===== config.mk =====
export PLATFORM = sky130hd
export DESIGN_NAME = id_ex_alu_stage
export DESIGN_NICKNAME = d
export VERILOG_FILES = /design/src/rtl/alu_pkg.sv /design/src/rtl/fwd_mux.sv /design/src/rtl/id_ex_alu_stage.sv
export SDC_FILE = /design/constraint.sdc
export NUM_CORES = 1
export LEC_CHECK = 0
export BUFFER_PORTS_ARGS = -buffer_cell sky130_fd_sc_hd__buf_4
export CORE_MARGIN = 2
export CORE_UTILIZATION = 30
export DETAILED_ROUTE_END_ITERATION = 12
export GPL_TIMING_DRIVEN = 0
export SLEW_MARGIN = 10
export SYNTH_ARGS = -nofsm -noshare
export SYNTH_HDL_FRONTEND = slang
export SYNTH_HIERARCHICAL = 1
export SYNTH_SLANG_ARGS = --single-unit

===== constraint.sdc =====
create_clock -name iClk -period 2.85 [get_ports iClk]
set_input_delay 0.285 -clock iClk [delete_from_list [all_inputs] [get_ports iClk]]
set_output_delay 0.285 -clock iClk [all_outputs]
set_load 0.005 [all_outputs]

===== src/rtl/alu_pkg.sv =====
`default_nettype none
// ============================================================================
//  Module  : alu_pkg
//  Purpose : Shared definitions for the ID/EX ALU stage: ALU function codes,
//            opcode / funct / regimm field values, the registered stage
//            record and its bubble value, plus immediate-extension helpers.
//  Revision: 1.0 - initial release
// ============================================================================
package alu_pkg;

    // ALU function codes driven onto iALUFun
    localparam logic [5:0] c_FUN_ADD = 6'b000000;
    localparam logic [5:0] c_FUN_SUB = 6'b000001;
    localparam logic [5:0] c_FUN_AND = 6'b011000;
    localparam logic [5:0] c_FUN_OR  = 6'b011110;
    localparam logic [5:0] c_FUN_XOR = 6'b010110;
    localparam logic [5:0] c_FUN_NOR = 6'b010001;
    localparam logic [5:0] c_FUN_SLL = 6'b100000;
    localparam logic [5:0] c_FUN_SRL = 6'b100001;
    localparam logic [5:0] c_FUN_SRA = 6'b100011;
    localparam logic [5:0] c_FUN_EQ  = 6'b110011;
    localparam logic [5:0] c_FUN_NEQ = 6'b110001;
    localparam logic [5:0] c_FUN_LT  = 6'b110101;
    localparam logic [5:0] c_FUN_LEZ = 6'b111101;
    localparam logic [5:0] c_FUN_GEZ = 6'b111001;
    localparam logic [5:0] c_FUN_GTZ = 6'b111111;
    localparam logic [5:0] c_FUN_LUI = 6'b011011;

    // Primary opcodes
    localparam logic [5:0] c_OP_RTYPE  = 6'h00;
    localparam logic [5:0] c_OP_REGIMM = 6'h01;
    localparam logic [5:0] c_OP_BEQ    = 6'h04;
    localparam logic [5:0] c_OP_BNE    = 6'h05;
    localparam logic [5:0] c_OP_BLEZ   = 6'h06;
    localparam logic [5:0] c_OP_BGTZ   = 6'h07;
    localparam logic [5:0] c_OP_ADDI   = 6'h08;
    localparam logic [5:0] c_OP_ADDIU  = 6'h09;
    localparam logic [5:0] c_OP_SLTI   = 6'h0A;
    localparam logic [5:0] c_OP_SLTIU  = 6'h0B;
    localparam logic [5:0] c_OP_ANDI   = 6'h0C;
    localparam logic [5:0] c_OP_ORI    = 6'h0D;
    localparam logic [5:0] c_OP_XORI   = 6'h0E;
    localparam logic [5:0] c_OP_LUI    = 6'h0F;
    localparam logic [5:0] c_OP_LW     = 6'h23;
    localparam logic [5:0] c_OP_SW     = 6'h2B;

    // R-type funct values
    localparam logic [5:0] c_FN_SLL  = 6'h00;
    localparam logic [5:0] c_FN_SRL  = 6'h02;
    localparam logic [5:0] c_FN_SRA  = 6'h03;
    localparam logic [5:0] c_FN_ADD  = 6'h20;
    localparam logic [5:0] c_FN_ADDU = 6'h21;
    localparam logic [5:0] c_FN_SUB  = 6'h22;
    localparam logic [5:0] c_FN_SUBU = 6'h23;
    localparam logic [5:0] c_FN_AND  = 6'h24;
    localparam logic [5:0] c_FN_OR   = 6'h25;
    localparam logic [5:0] c_FN_XOR  = 6'h26;
    localparam logic [5:0] c_FN_NOR  = 6'h27;
    localparam logic [5:0] c_FN_SLT  = 6'h2A;
    localparam logic [5:0] c_FN_SLTU = 6'h2B;

    // REGIMM rt selector values
    localparam logic [4:0] c_RI_BLTZ = 5'd0;
    localparam logic [4:0] c_RI_BGEZ = 5'd1;

    // Everything the stage registers for EX (oOvfChk is kept separately so it
    // can vanish entirely when the overflow trap is not built).
    typedef struct packed {
        logic        valid;
        logic        regWe;
        logic [4:0]  rd;
        logic        memRd;
        logic        memWr;
        logic        illegal;
        logic [5:0]  aluFun;
        logic        sign;
        logic [31:0] a;
        logic [31:0] b;
        logic [31:0] stData;
    } stage_t;

    // Bubble: all zero, which also makes the function code ADD.
    localparam stage_t c_BUBBLE = '0;

    function automatic logic [31:0] sext16(input logic [15:0] imm);
        return {{16{imm[15]}}, imm};
    endfunction

    function automatic logic [31:0] zext16(input logic [15:0] imm);
        return {16'h0000, imm};
    endfunction

endpackage
`default_nettype wire


===== src/rtl/fwd_mux.sv =====
`default_nettype none
// ============================================================================
//  Module  : fwd_mux
//  Purpose : Three-way operand forward select for one source register.
//            EX/MEM beats MEM/WB; register 0 is never forwarded.
//  Ports   : i_addr      source register index
//            i_rfData    register-file read value
//            i_exMem*    EX/MEM write enable / register / data
//            i_memWb*    MEM/WB write enable / register / data
//            o_data      selected operand value
//  Revision: 1.0 - initial release
// ============================================================================
module fwd_mux #(
    parameter int DW = 32,
    parameter int RW = 5
) (
    input  logic [RW-1:0] i_addr,
    input  logic [DW-1:0] i_rfData,
    input  logic          i_exMemWe,
    input  logic [RW-1:0] i_exMemRd,
    input  logic [DW-1:0] i_exMemData,
    input  logic          i_memWbWe,
    input  logic [RW-1:0] i_memWbRd,
    input  logic [DW-1:0] i_memWbData,
    output logic [DW-1:0] o_data
);

    always_comb begin
        o_data = i_rfData;
        if (i_addr != '0) begin
            if (i_exMemWe && (i_exMemRd == i_addr)) begin
                o_data = i_exMemData;
            end else if (i_memWbWe && (i_memWbRd == i_addr)) begin
                o_data = i_memWbData;
            end
        end
    end

endmodule
`default_nettype wire


===== src/rtl/id_ex_alu_stage.sv =====
`default_nettype none
// ============================================================================
//  Module  : id_ex_alu_stage
//  Purpose : ID/EX pipeline register feeding the ALU. Decodes the instruction
//            into function code, sign mode and operands, resolves EX/MEM and
//            MEM/WB forwarding, detects load-use hazards and registers the
//            result for EX (1-cycle latency).
//  Ports   : iClk, iRst (sync, active-high)
//            iValid, iInstr, iRsData, iRtData        - from IF/ID and regfile
//            iExMemWe/Rd/Data, iMemWbWe/Rd/Data      - forward sources
//            iStall (freeze), iFlush (squash incoming)
//            oA, oB, oALUFun, oSign                  - ALU inputs
//            oValid, oRegWe, oRd, oMemRd, oMemWr,
//            oStData, oIllegal, oOvfChk              - registered control
//            oLoadUse                                - combinational hold req
//  Config  : ID_EX_OVF_TRAP_EN - when defined, oOvfChk is registered high for
//            add, sub and addi; otherwise oOvfChk is constant 0.
//  Revision: 1.0 - initial release
// ============================================================================
module id_ex_alu_stage
    import alu_pkg::*;
#(
    parameter int DW = 32,
    parameter int RW = 5
) (
    input  logic          iClk,
    input  logic          iRst,
    input  logic          iValid,
    input  logic [31:0]   iInstr,
    input  logic [DW-1:0] iRsData,
    input  logic [DW-1:0] iRtData,
    input  logic          iExMemWe,
    input  logic [RW-1:0] iExMemRd,
    input  logic [DW-1:0] iExMemData,
    input  logic          iMemWbWe,
    input  logic [RW-1:0] iMemWbRd,
    input  logic [DW-1:0] iMemWbData,
    input  logic          iStall,
    input  logic          iFlush,
    output logic [DW-1:0] oA,
    output logic [DW-1:0] oB,
    output logic [5:0]    oALUFun,
    output logic          oSign,
    output logic          oValid,
    output logic          oRegWe,
    output logic [RW-1:0] oRd,
    output logic          oMemRd,
    output logic          oMemWr,
    output logic [DW-1:0] oStData,
    output logic          oIllegal,
    output logic          oOvfChk,
    output logic          oLoadUse
);

    // Instruction fields
    logic [5:0]    w_opcode;
    logic [RW-1:0] w_rs;
    logic [RW-1:0] w_rt;
    logic [RW-1:0] w_rd;
    logic [4:0]    w_shamt;
    logic [5:0]    w_funct;
    logic [15:0]   w_imm;

    assign w_opcode = iInstr[31:26];
    assign w_rs     = iInstr[25:21];
    assign w_rt     = iInstr[20:16];
    assign w_rd     = iInstr[15:11];
    assign w_shamt  = iInstr[10:6];
    assign w_funct  = iInstr[5:0];
    assign w_imm    = iInstr[15:0];

    // Forwarded source operands
    logic [DW-1:0] w_fwdRs;
    logic [DW-1:0] w_fwdRt;

    fwd_mux #(.DW(DW), .RW(RW)) u_fwdRs (
        .i_addr      (w_rs),
        .i_rfData    (iRsData),
        .i_exMemWe   (iExMemWe),
        .i_exMemRd   (iExMemRd),
        .i_exMemData (iExMemData),
        .i_memWbWe   (iMemWbWe),
        .i_memWbRd   (iMemWbRd),
        .i_memWbData (iMemWbData),
        .o_data      (w_fwdRs)
    );

    fwd_mux #(.DW(DW), .RW(RW)) u_fwdRt (
        .i_addr      (w_rt),
        .i_rfData    (iRtData),
        .i_exMemWe   (iExMemWe),
        .i_exMemRd   (iExMemRd),
        .i_exMemData (iExMemData),
        .i_memWbWe   (iMemWbWe),
        .i_memWbRd   (iMemWbRd),
        .i_memWbData (iMemWbData),
        .o_data      (w_fwdRt)
    );

    // Decode
    stage_t w_dec;
    logic   w_readsRt;
    logic   w_illegal;

    always_comb begin
        w_dec        = c_BUBBLE;
        w_readsRt    = 1'b0;
        w_illegal    = 1'b0;
        w_dec.valid  = 1'b1;
        w_dec.a      = w_fwdRs;
        w_dec.b      = w_fwdRt;
        w_dec.stData = w_fwdRt;

        case (w_opcode)
            c_OP_RTYPE: begin
                w_readsRt   = 1'b1;
                w_dec.rd    = w_rd;
                w_dec.regWe = (w_rd != '0);
                case (w_funct)
                    c_FN_ADD:  begin w_dec.aluFun = c_FUN_ADD; w_dec.sign = 1'b1; end
                    c_FN_ADDU: begin w_dec.aluFun = c_FUN_ADD; w_dec.sign = 1'b0; end
                    c_FN_SUB:  begin w_dec.aluFun = c_FUN_SUB; w_dec.sign = 1'b1; end
                    c_FN_SUBU: begin w_dec.aluFun = c_FUN_SUB; w_dec.sign = 1'b0; end
                    c_FN_AND:  w_dec.aluFun = c_FUN_AND;
                    c_FN_OR:   w_dec.aluFun = c_FUN_OR;
                    c_FN_XOR:  w_dec.aluFun = c_FUN_XOR;
                    c_FN_NOR:  w_dec.aluFun = c_FUN_NOR;
                    c_FN_SLT:  begin w_dec.aluFun = c_FUN_LT; w_dec.sign = 1'b1; end
                    c_FN_SLTU: begin w_dec.aluFun = c_FUN_LT; w_dec.sign = 1'b0; end
                    // Shifts take the shift amount on A and the value on B.
                    c_FN_SLL:  begin w_dec.aluFun = c_FUN_SLL; w_dec.a = {27'd0, w_shamt}; end
                    c_FN_SRL:  begin w_dec.aluFun = c_FUN_SRL; w_dec.a = {27'd0, w_shamt}; end
                    c_FN_SRA:  begin w_dec.aluFun = c_FUN_SRA; w_dec.a = {27'd0, w_shamt}; end
                    default:   w_illegal = 1'b1;
                endcase
            end
            c_OP_ADDI, c_OP_ADDIU, c_OP_SLTI, c_OP_SLTIU, c_OP_LW: begin
                w_dec.rd    = w_rt;
                w_dec.regWe = (w_rt != '0);
                w_dec.b     = sext16(w_imm);
                w_dec.sign  = (w_opcode == c_OP_ADDI) || (w_opcode == c_OP_SLTI);
                w_dec.aluFun = ((w_opcode == c_OP_SLTI) || (w_opcode == c_OP_SLTIU))
                             ? c_FUN_LT : c_FUN_ADD;
                w_dec.memRd = (w_opcode == c_OP_LW);
            end
            c_OP_ANDI, c_OP_ORI, c_OP_XORI, c_OP_LUI: begin
                w_dec.rd    = w_rt;
                w_dec.regWe = (w_rt != '0);
                w_dec.b     = zext16(w_imm);
                case (w_opcode)
                    c_OP_ANDI: w_dec.aluFun = c_FUN_AND;
                    c_OP_ORI:  w_dec.aluFun = c_FUN_OR;
                    c_OP_XORI: w_dec.aluFun = c_FUN_XOR;
                    default:   w_dec.aluFun = c_FUN_LUI;
                endcase
            end
            c_OP_SW: begin
                // Store: address from rs+sext(imm); rt is read as store data.
                w_readsRt    = 1'b1;
                w_dec.rd     = w_rt;
                w_dec.b      = sext16(w_imm);
                w_dec.aluFun = c_FUN_ADD;
                w_dec.memWr  = 1'b1;
            end
            c_OP_BEQ:  begin w_readsRt = 1'b1; w_dec.aluFun = c_FUN_EQ;  end
            c_OP_BNE:  begin w_readsRt = 1'b1; w_dec.aluFun = c_FUN_NEQ; end
            c_OP_BLEZ: w_dec.aluFun = c_FUN_LEZ;
            c_OP_BGTZ: w_dec.aluFun = c_FUN_GTZ;
            c_OP_REGIMM: begin
                if (w_rt == c_RI_BLTZ) begin
                    w_dec.aluFun = c_FUN_LT;
                    w_dec.b      = '0;
                    w_dec.sign   = 1'b1;
                end else if (w_rt == c_RI_BGEZ) begin
                    w_dec.aluFun = c_FUN_GEZ;
                end else begin
                    w_illegal = 1'b1;
                end
            end
            default: w_illegal = 1'b1;
        endcase

        // Unknown encodings travel as a visible bubble so EX can trap on them.
        if (w_illegal) begin
            w_dec         = c_BUBBLE;
            w_dec.valid   = 1'b1;
            w_dec.illegal = 1'b1;
        end
    end

    // Stage register
    stage_t r_st;
    logic   w_hold;
    logic   w_bubble;

    // A load in EX whose destination is a source of the incoming instruction.
    assign oLoadUse = r_st.valid & r_st.memRd & (r_st.rd != '0) & iValid &
                      ((r_st.rd == w_rs) | ((r_st.rd == w_rt) & w_readsRt));

    // Flush outranks stall; stall outranks the load-use bubble.
    assign w_hold   = iStall & ~iFlush;
    assign w_bubble = iFlush | oLoadUse | ~iValid;

    always_ff @(posedge iClk) begin
        if (iRst) begin
            r_st <= c_BUBBLE;
        end else if (!w_hold) begin
            r_st <= w_bubble ? c_BUBBLE : w_dec;
        end
    end

`ifdef ID_EX_OVF_TRAP_EN
    logic w_ovfNext;
    logic r_ovfChk;

    always_comb begin
        w_ovfNext = 1'b0;
        if (w_opcode == c_OP_RTYPE) begin
            w_ovfNext = (w_funct == c_FN_ADD) || (w_funct == c_FN_SUB);
        end else if (w_opcode == c_OP_ADDI) begin
            w_ovfNext = 1'b1;
        end
    end

    always_ff @(posedge iClk) begin
        if (iRst) begin
            r_ovfChk <= 1'b0;
        end else if (!w_hold) begin
            r_ovfChk <= w_bubble ? 1'b0 : w_ovfNext;
        end
    end

    assign oOvfChk = r_ovfChk;
`else
    assign oOvfChk = 1'b0;
`endif

    assign oA       = r_st.a;
    assign oB       = r_st.b;
    assign oALUFun  = r_st.aluFun;
    assign oSign    = r_st.sign;
    assign oValid   = r_st.valid;
    assign oRegWe   = r_st.regWe;
    assign oRd      = r_st.rd;
    assign oMemRd   = r_st.memRd;
    assign oMemWr   = r_st.memWr;
    assign oStData  = r_st.stData;
    assign oIllegal = r_st.illegal;

endmodule
`default_nettype wire


==> metrics.md <==
| Metric | Value |
|---|---|
| Status | complete, no violations |
| Diode count | 0 |
| Met3 usage | 0.0578 |
| First-pass DRT Iterations | 5 |
| Dpl cells | roughly 1200 |
| Commonest cells after routing, fill and taps aside | buf_4 (289), dfxtp_1 (113), o22ai_1 (64) |
| Crit path from | iInstr[29] |
| Core ar. | between 0.02 and 0.025 mm^2 |
| # nets final | 1157 |
| Die Height | 149 um |
| Number of synthesized flops with an enable pin | 0 |
| Detailed-route via count | 6734 |
| Final-report hold violation count | 0 |
| DRT Wirelength | 27100 um |
| Row count | between 50 and 60 |
| Critical path depth | 9 |
| Layout cells sized above 1 | 0.407 |
| Clock Pin Slew Worst Setup and Hold Paths | 0.06 ns |
| CP required | 3.16 ns |
| ANT nets after route | 0 |
| Critical Path AT | 2.94 ns |
| GR Layer Usage met1 | 0.308 |
| Tot GR Track Use | 0.237 |
| Drt drc | 0 |
| Post-synth top area share | 0.359 |
| Critical path fanouts, max | 10 |
| Buffer depth of the longest clock path | 2 |
| Leak | ~4 nW |
| Mapped Cells | 674 |
| Delay-heaviest family, CP | simple AND/OR/NAND/NOR gates |
| Post-layout min period | 2.63 ns |
| Post-DP HPWL | 21400 um |
| CP Class | primary input to register |
| Clk root buf | clkbuf_16 |
| Maximum vdd drop | 357 uV |
| Avg WL per Cell | 21.4 um |
| Die area | around 0.022 mm^2 |
| Register area share after synthesis | 0.359 |
| Distinct cells, synth | 56 |
| CP Capture Point | oA[23]$_SDFFE_PP0N_ |
| Critical Path Source Type | primary input |
| Asr flop ratio synth | 0 |
| Unrepaired setup endpoints after global routing | no |
| Initial antenna violation count | 0 |
| Post-synthesis register bit count | roughly 110 |
| Clk sinks | around 110 |
| Leading cell type in the layout, fill and taps excluded | buf_4 |
| Pwr/cell area | 476 mW/mm^2 |
| Synth top area cells | dfxtp_1 (36%), a2bb2oi_2 (14%), a22o_1 (8.6%) |
| Max Cap Violations | 0 |
| Cell Area, Synth | 0.00629 mm^2 |
| M2 GR Usage | 0.383 |
| I/O pin count | 292 |
| Pin count of the biggest net entering global routing | 17 |
| Design Power | 4.47 mW |
| Initial drt markers | around 480 |
| H-tree levels | 4 |
| Reg2Reg Depth | 8 |
| Hold Crit Class | primary input to register |
| Mapped Avg Cell Area | 9.34 um^2 |
| Mapped Nets | 851 |
| Setup bufs post-CTS | 0 |
| First-pass GRT wire length | 39300 um |
| Leading area contributor after synthesis | dfxtp_1 |
| CTS tree | yes |
| Slew at the pin closest to its max-slew limit | 0.785 ns |
| Initial core utilization | 0.308 |
| Fmax achieved | ~380 MHz |
| Reg-to-reg setup timing slack | 0.33 ns |
| Layout Cells excl Fill | 1263 |
| Yosys warns | 6 |
| Clk_lat worst skew | 0.42 ns |
| Port bufs | 287 |
| Predominant post-synthesis flop cell | dfxtp_1 |
| CP Capture Type | register |
| FF/Latch Area | 0.00226 mm^2 |
| Vias/cell | 5.33 |
| Worst Skew | 0.0111 ns |
| Vias in the first global route | 6611 |
| GR peak layer | met2 |
| FF-to-FF Start | oRd[0]$_SDFFE_PP0N_ |
| RePlAce Congestion | 0.882 |
| Worst Path Buf+Inv | 3 |
| Period utilisation layout | 0.922 |
| Max_slew headroom | 0.477 |
| # setup viols final | 0 |
| Num CTS Buffers | 17 |
| Filler cells | ~2000 |
| Final Slew Violations | 0 |
| Die width | 149 um |
| Global route overflow | 0 |
| Pre-CTS setup slack | -0.604 ns |
| Critical-path cell list | buf_4 -> or4_4 -> or3_1 -> or3_1 -> or4_1 -> buf_4 -> nor3b_4 -> buf_6 -> a22o_1 |
| Area of the multi-input gates | 0.00368 mm^2 |
| Final worst slack | 0.221 ns |
| R2R Path End | oRd[0]$_SDFFE_PP0N_ |
| Slowest stage cell, crit path | or4_4 |
| Max incr delay on CP | 0.54 ns |
| Area delta synth->final | 49.3% |
| CTS Hold Bufs | 0 |
layout make-up:
class                   count  area share
repair buffers            287       0.229
multi-input cells         487       0.392
plain buffers              65      0.0350
clock buffers              17      0.0453
flip-flops and latches    113       0.241
well taps                 270      0.0359
inverters                   9     0.00359
clock inverters            15      0.0184
how the worst min path moves through the flow:
stage,endpoint,from,cells after the start,slack (ns)
after floorplan,oValid$_SDFFE_PP0N_,iRst,1,0.36
after global placement,oB[25]$_SDFFE_PP0N_,oB[25]$_SDFFE_PP0N_,2,0.44
after detailed placement,oB[9]$_SDFFE_PP0N_,oB[9]$_SDFFE_PP0N_,2,0.44
after CTS,oValid$_SDFFE_PP0N_,iRst,2,0.03
after global routing,oValid$_SDFFE_PP0N_,iRst,2,0.03
final,oValid$_SDFFE_PP0N_,iRst,2,0.04
cell usage after synthesis (all sizes together) (3+ instances only):
cell / count
xnor2: 12
and2: 4
clkbuf: 50
nand4: 3
a2bb2oi: 62
inv: 9
xor2: 19
nand3: 5
a32o: 3
nand2: 61
a22o: 62
or3: 5
nor3: 9
o22ai: 64
a22oi: 23
nor4: 5
nand2b: 5
dfxtp: 113
mux2i: 5
nor3b: 3
buf: 15
nor2: 21
or4: 4
o21ai: 57
a21oi: 25
through the flow:
step | utilization | hold slack (ns) | TNS [ns] | instance area [um^2]
final | 0.460 | 0.0424 | 0 | 9400
after global placement | 0.430 | 0.436 | -40.80 | 8790
after global routing | 0.460 | 0.0277 | 0 | 9400
after floorplan | - | 0.357 | 0 | 6290
after detailed placement | 0.430 | 0.443 | -39.76 | 8790
after CTS | 0.460 | 0.0256 | 0 | 9390
worst register-to-register path: cells and delay by family, from the launching register on:
| family | cells | cell delay (ns) |
|---|---|---|
| xor gates and xnor gates | 1 | 0.18 |
| DFF | 1 | 0.37 |
| AOI/OAI and AO/OA | 2 | 0.35 |
| and+or+nand+nor | 3 | 0.87 |
| buffers and inverters | 2 | 0.62 |
flip-flops by register name, indices dropped and copies added (netlist names), 5 cells and up:
signal / flops
oA: 32
oB: 32
oStData: 32
oALUFun: 6
oRd: 5
per-layer routing:
metal	wire length [um]	share of wire	vias to the layer above
li1	-	-	3229
met1	11800	0.44	3138
met2	12400	0.46	329
met3	2140	0.079	38
met4	747	0.028	0
met5	0	0	-
where the power goes:
part | internal, mW | switching, mW | leakage, nW | total (mW)
clock network | 1.31 | 0.875 | 0.295 | 2.19
registers | 1.59 | 0.00705 | 0.911 | 1.60
logic | 0.353 | 0.330 | 2.79 | 0.683
what timing repair did:
action,CTS,global route
setup endpoints to repair,50,12
gates resized for setup,1,2
cloned,0,0
hold endpoints to repair,0,0
cells by family (layout without fill, tap and decap cells):
| family | after synthesis | after routing | share of synthesized area |
|---|---|---|---|
| AO/OA/AOI/OAI | 319 | 319 | 0.430 |
| XOR/XNOR | 31 | 31 | 0.0431 |
| buffers and inverters | 74 | 393 | 0.0577 |
| flip-flops | 113 | 113 | 0.359 |
| multiplexers | 5 | 5 | 0.00795 |
| other | 1 | 1 | 0.000596 |
| AND/OR/NAND/NOR | 131 | 131 | 0.101 |
Note: power is estimated with default switching activity, not from simulation.
